--- config.mk ---
export PLATFORM = sky130hd
export DESIGN_NAME = data_mem_lat
export DESIGN_NICKNAME = d
export VERILOG_FILES = /design/src/rtl/data_mem_lat.sv
export SDC_FILE = /design/constraint.sdc
export NUM_CORES = 2
export LEC_CHECK = 0
export ABC_CLOCK_PERIOD_IN_PS = 8900
export BUFFER_PORTS_ARGS = -buffer_cell sky130_fd_sc_hd__buf_2
export CAP_MARGIN = 20
export CORE_MARGIN = 10
export CORE_UTILIZATION = 57
export CTS_BUF_LIST = sky130_fd_sc_hd__clkbuf_4 sky130_fd_sc_hd__clkbuf_8 sky130_fd_sc_hd__clkbuf_16
export CTS_CLUSTER_SIZE = 30
export DETAILED_ROUTE_END_ITERATION = 16
export PLACE_DENSITY = 0.8
export SYNTH_ARGS = -nofsm -noshare
export SYNTH_HDL_FRONTEND = slang
export SYNTH_SLANG_ARGS = --single-unit
export TNS_END_PERCENT = 20
--- constraint.sdc ---
create_clock -name CLK -period 8.9 [get_ports CLK]
set_input_delay 0.445 -clock CLK [delete_from_list [all_inputs] [get_ports CLK]]
set_output_delay 0.445 -clock CLK [all_outputs]
set_load 0.005 [all_outputs]
--- src/rtl/data_mem_lat.sv ---
// data_mem_lat: single-port data memory with a counter-based access latency.
// BUSY stalls the CPU while an access or the post-reset clear sweep is running;
// DONE pulses for one cycle when an access completes; CONFLICT flags a
// simultaneous read+write request that was refused.
module data_mem_lat #(
  parameter int unsigned DATA_W         = 8,
  parameter int unsigned ADDR_W         = 8,
  parameter int unsigned LATENCY        = 5,
  parameter int unsigned CLEAR_ON_RESET = 1
) (
  input  logic              CLK,
  input  logic              RESET,
  input  logic              readEn,
  input  logic              writeEn,
  input  logic [ADDR_W-1:0] dataAddress,
  input  logic [DATA_W-1:0] dataIn,
  output logic [DATA_W-1:0] dataOut,
  output logic              BUSY,
  output logic              DONE,
  output logic              CONFLICT
);

  localparam int unsigned DEPTH = 2 ** ADDR_W;
  localparam int unsigned CNT_W = (LATENCY > 1) ? $clog2(LATENCY) : 1;

  localparam logic [1:0] S_IDLE   = 2'd0;
  localparam logic [1:0] S_CLEAR  = 2'd1;
  localparam logic [1:0] S_ACCESS = 2'd2;

  logic [DATA_W-1:0] mem_q [DEPTH];

  logic [1:0]        state_q,    state_d;
  logic [CNT_W-1:0]  cnt_q,      cnt_d;
  logic [ADDR_W-1:0] clr_addr_q, clr_addr_d;
  logic              clr_pend_q, clr_pend_d;
  logic              op_wr_q,    op_wr_d;
  logic [ADDR_W-1:0] addr_q,     addr_d;
  logic [DATA_W-1:0] wdata_q,    wdata_d;
  logic [DATA_W-1:0] dout_q,     dout_d;
  logic              busy_q,     busy_d;
  logic              done_q,     done_d;
  logic              conflict_q, conflict_d;

  logic              mem_we;
  logic [ADDR_W-1:0] mem_waddr;
  logic [DATA_W-1:0] mem_wdata;

  // Next-state, output and array-write decode
  always_comb begin
    state_d    = state_q;
    cnt_d      = cnt_q;
    clr_addr_d = clr_addr_q;
    clr_pend_d = clr_pend_q;
    op_wr_d    = op_wr_q;
    addr_d     = addr_q;
    wdata_d    = wdata_q;
    dout_d     = dout_q;
    busy_d     = busy_q;
    done_d     = 1'b0;
    conflict_d = 1'b0;
    mem_we     = 1'b0;
    mem_waddr  = addr_q;
    mem_wdata  = wdata_q;

    case (state_q)
      S_IDLE: begin
        if (clr_pend_q) begin
          // First edge out of reset starts the sweep; requests here are dropped
          state_d    = S_CLEAR;
          clr_pend_d = 1'b0;
          clr_addr_d = '0;
          busy_d     = 1'b1;
        end else if (readEn && writeEn) begin
          conflict_d = 1'b1;
        end else if (readEn || writeEn) begin
          op_wr_d = writeEn;
          addr_d  = dataAddress;
          wdata_d = dataIn;
          cnt_d   = CNT_W'(LATENCY - 1);
          busy_d  = 1'b1;
          state_d = S_ACCESS;
        end
      end

      S_CLEAR: begin
        mem_we    = 1'b1;
        mem_waddr = clr_addr_q;
        mem_wdata = '0;
        if (clr_addr_q == '1) begin
          busy_d  = 1'b0;
          state_d = S_IDLE;
        end else begin
          clr_addr_d = clr_addr_q + ADDR_W'(1);
        end
      end

      S_ACCESS: begin
        if (cnt_q == '0) begin
          if (op_wr_q) begin
            mem_we = 1'b1;
          end else begin
            dout_d = mem_q[addr_q];
          end
          busy_d  = 1'b0;
          done_d  = 1'b1;
          state_d = S_IDLE;
        end else begin
          cnt_d = cnt_q - CNT_W'(1);
        end
      end

      default: begin
        state_d = S_IDLE;
        busy_d  = 1'b0;
      end
    endcase
  end

  // Control and output registers; reset aborts any in-flight access
  always_ff @(posedge CLK) begin
    if (RESET) begin
      state_q    <= S_IDLE;
      cnt_q      <= '0;
      clr_addr_q <= '0;
      clr_pend_q <= 1'(CLEAR_ON_RESET != 0);
      op_wr_q    <= 1'b0;
      addr_q     <= '0;
      wdata_q    <= '0;
      dout_q     <= '0;
      busy_q     <= 1'b0;
      done_q     <= 1'b0;
      conflict_q <= 1'b0;
    end else begin
      state_q    <= state_d;
      cnt_q      <= cnt_d;
      clr_addr_q <= clr_addr_d;
      clr_pend_q <= clr_pend_d;
      op_wr_q    <= op_wr_d;
      addr_q     <= addr_d;
      wdata_q    <= wdata_d;
      dout_q     <= dout_d;
      busy_q     <= busy_d;
      done_q     <= done_d;
      conflict_q <= conflict_d;
    end
  end

  // Storage array; no write happens on a reset edge
  always_ff @(posedge CLK) begin
    if (mem_we && !RESET) begin
      mem_q[mem_waddr] <= mem_wdata;
    end
  end

  assign dataOut  = dout_q;
  assign BUSY     = busy_q;
  assign DONE     = done_q;
  assign CONFLICT = conflict_q;

endmodule

==> results_dict.tcl <==
set metrics [dict create \
    syn_area_per_cell_um2 19.70 \
    dieArea_um2 160100 \
    clk_latency_ps 830 \
    grt_max_degree 257 \
    tns_ps 0 \
    grt_busiest_layer "met2" \
    grt_use_met1_pct 34.12 \
    cts_setup_buffers 0 \
    synth-async-reset-ratio_pct 0 \
    grt_overflow_total 0 \
    cp-start-kind "flip-flop" \
    io_buffers 30 \
    yosysTopAreaCell "edfxtp_1" \
    clk_path_buf_depth 3 \
    yosysSeqAreaShare_pct 75.68 \
    outcome "completed" \
    tritoncts "built" \
    grt_pass1_wl_um 307100 \
    num_rows 139 \
    powerDensity_nw_per_um2 237.1 \
    critical_path.top_delay_family "buffers and inverters" \
    critPathMaxStageDelay_ps 940 \
    hold_buffers 19 \
    worstSetupEndpointType "flip-flop" \
    cts_root_buf "clkbuf_16" \
    crit_path_frequent_cell "buf_4" \
    place_hpwl_um 122700 \
    cts_resized 0 \
    drive_above_1_share_pct 17.57 \
    maxSlewViolCount 0 \
    area_growth_pct 9.729 \
    synthesis.area_um2 82370 \
    maxCapViolations 0 \
    slew_headroom_pct 0.09228 \
    use_met2_pct 40.42 \
    ant_nets 0 \
    skew_ps 45.68 \
    crit_path_top_delay_cell "a2111oi_2" \
    route.detailed.drc 0 \
    htreeDepth 4 \
    ir_drop_uv 222.2 \
    chipHeight_um 400.1 \
    ys_ff_latch 2090 \
    grt_usage_pct 26.54 \
    antenna_found_initial 12 \
    criticalPathCategory "flip-flop to flip-flop" \
    n_fill_cell 9144 \
    met3_usage_pct 9.118 \
    first_global_vias 43180 \
    yosysMostFrequentCell "edfxtp_1" \
    holdWs_ps 138.8 \
    drt-wirelength-per-cell_um 33.43 \
    ys_top_cells_by_area "edfxtp_1, mux4_2, mux2i_1" \
    dr.first_iter.drc_count 6943 \
    routed_wl_um 212000 \
    crit_buf_inv 4 \
    ios 31 \
    path_max_fanout 39 \
    worstHoldPathType "primary input to flip-flop" \
    fin_crit_sh_pct 55.52 \
    first_pass_iters 6 \
    yosys-top-cells-count "edfxtp_1, mux2i_1, nor2_1" \
    worst_pin_slew_ps 1499 \
    cp.required_ps 9650 \
    die_w_um 400.1 \
    finalHoldViolCount 0 \
    numClockSinks 2090 \
    layout.nets 4298 \
    syn_inst 4181 \
    num_vias 43720 \
    ys_types 68 \
    cts-buffers-inserted 195 \
    setup_viol 0 \
    viasPerCell 6.893 \
    synth_edf_count 2048 \
    core_area_um2 143700 \
    power_leakage_nw 27.44 \
    rsz0062_at_grt "no" \
    cts.clk_slew.worst_paths_ps 70 \
    path_cells "buf_4 > buf_4 > nand3b_1 > buf_4 > o22ai_1 > a2111oi_0 > buf_4 > a2111oi_2 > nand4b_1 > nand3_1" \
    yosys.area.top_type_share_pct 74.66 \
    yosysWarnings 0 \
    ys.flop_type "edfxtp_1" \
    min_period_ps 4941 \
    start_util_pct 57.34 \
    worst-endpoint-arrival_ps 5690 \
    syn_nets 4207 \
    finalWeightedCongestion 0.9356 \
    fmax_mhz 202.4 \
]
where the power goes:
| part | total (W) | switching, W | internal, W | leakage, nW |
|---|---|---|---|---|
| combinational | 0.00215 | 0.00148 | 0.000669 | 5.39 |
| sequential | 0.0111 | 0.0000668 | 0.0110 | 18.9 |
| clock | 0.00817 | 0.00357 | 0.00460 | 3.14 |
worst register-to-register path, stage by stage (launching register included):
cell and delay (ps):
dfxtp_4 770, buf_4 610, buf_4 490, nand3b_1 650
buf_4 490, o22ai_1 200, a2111oi_0 160, buf_4 230
a2111oi_2 940, nand4b_1 210, nand3_1 140
per-stage QoR:
stage | util (%) | area (um^2) | std cells | total power, W | worst slack [ps]
CTS | 62.83 | 90250 | 6329 | 0.02136 | 4144
floorplan | - | 82370 | 4181 | 0.01276 | 230.8
global route | 62.91 | 90370 | 6336 | 0.02190 | 4060
global placement | 58.28 | 83720 | 5941 | 0.01330 | 3542
detailed placement | 58.34 | 83820 | 5952 | 0.01336 | 4160
finish | 62.92 | 90380 | 6342 | 0.02143 | 3959
layer usage:
| metal | vias to the layer above | part of all wire [%] |
|---|---|---|
| met2 | 3538 | 46 |
| met4 | 12 | 5.9 |
| met1 | 22090 | 34 |
| met5 | - | 0.040 |
| met3 | 676 | 14 |
| li1 | 17400 | - |
sequential cells by signal, indices dropped and copies added (netlist names):
signal and count:
wdata_q 8, CONFLICT 1, mem_q 2048, BUSY 1
state_q 2, clr_addr_q 8, addr_q 8, op_wr_q 1
cnt_q 3, clr_pend_q 1, dataOut 8, DONE 1
area by class of cell:
class	count	area (um^2)	share of cell area, %
Clock inverter	97	775.7	0.8583
Antenna cell	6	15.01	0.01661
Sequential cell	2090	62350	68.99
Multi-Input combinational cell	1829	18110	20.04
Inverter	11	43.79	0.04845
Clock buffer	261	5473	6.055
Tap cell	1903	2381	2.634
Timing Repair Buffer	145	1230	1.361
logic make-up (layout without fill, tap and decap cells):
kind of cell / count (synthesis) / count (layout) / synth area share [%]
buffers and inverters: 262 / 514 / 2.497
AND/OR/NAND/NOR: 603 / 603 / 3.109
multiplexers: 730 / 730 / 14.50
other: 0 / 6 / 0
XOR/XNOR: 7 / 7 / 0.07443
adder cells (fa/ha/maj): 6 / 6 / 0.09114
AO/OA/AOI/OAI: 483 / 483 / 4.042
flip-flops: 2090 / 2090 / 75.68
layout by cell type, fill, tap and decap left out, types with 25 or more instances in the layout:
cell,n
nor2_1,294
a21oi_1,88
edfxtp_1,2048
clkbuf_4,56
buf_2,34
clkbuf_16,197
nand2_1,182
o22ai_1,123
buf_4,70
a22oi_1,26
mux2i_1,368
mux4_1,62
clkinv_2,30
o221ai_1,71
nor3_1,25
dfxtp_1,38
o21ai_0,39
mux4_2,289
clkinv_1,43
a211oi_1,26
path summary, 6_finish.rpt:
path                                      to  cells after the start  slack, ps                     from
setup / recovery     dataOut[7]$_SDFFE_PP0P_                     10       3960   addr_q[4]$_SDFFE_PP0P_
hold reg to reg      wdata_q[1]$_SDFFE_PP0P_                      2        470  wdata_q[1]$_SDFFE_PP0P_
setup reg to reg     dataOut[7]$_SDFFE_PP0P_                     10       3960   addr_q[4]$_SDFFE_PP0P_
hold / removal    clr_addr_q[0]$_SDFFE_PP0P_                      2        140                    RESET
Note: power is estimated with default switching activity, not from simulation.
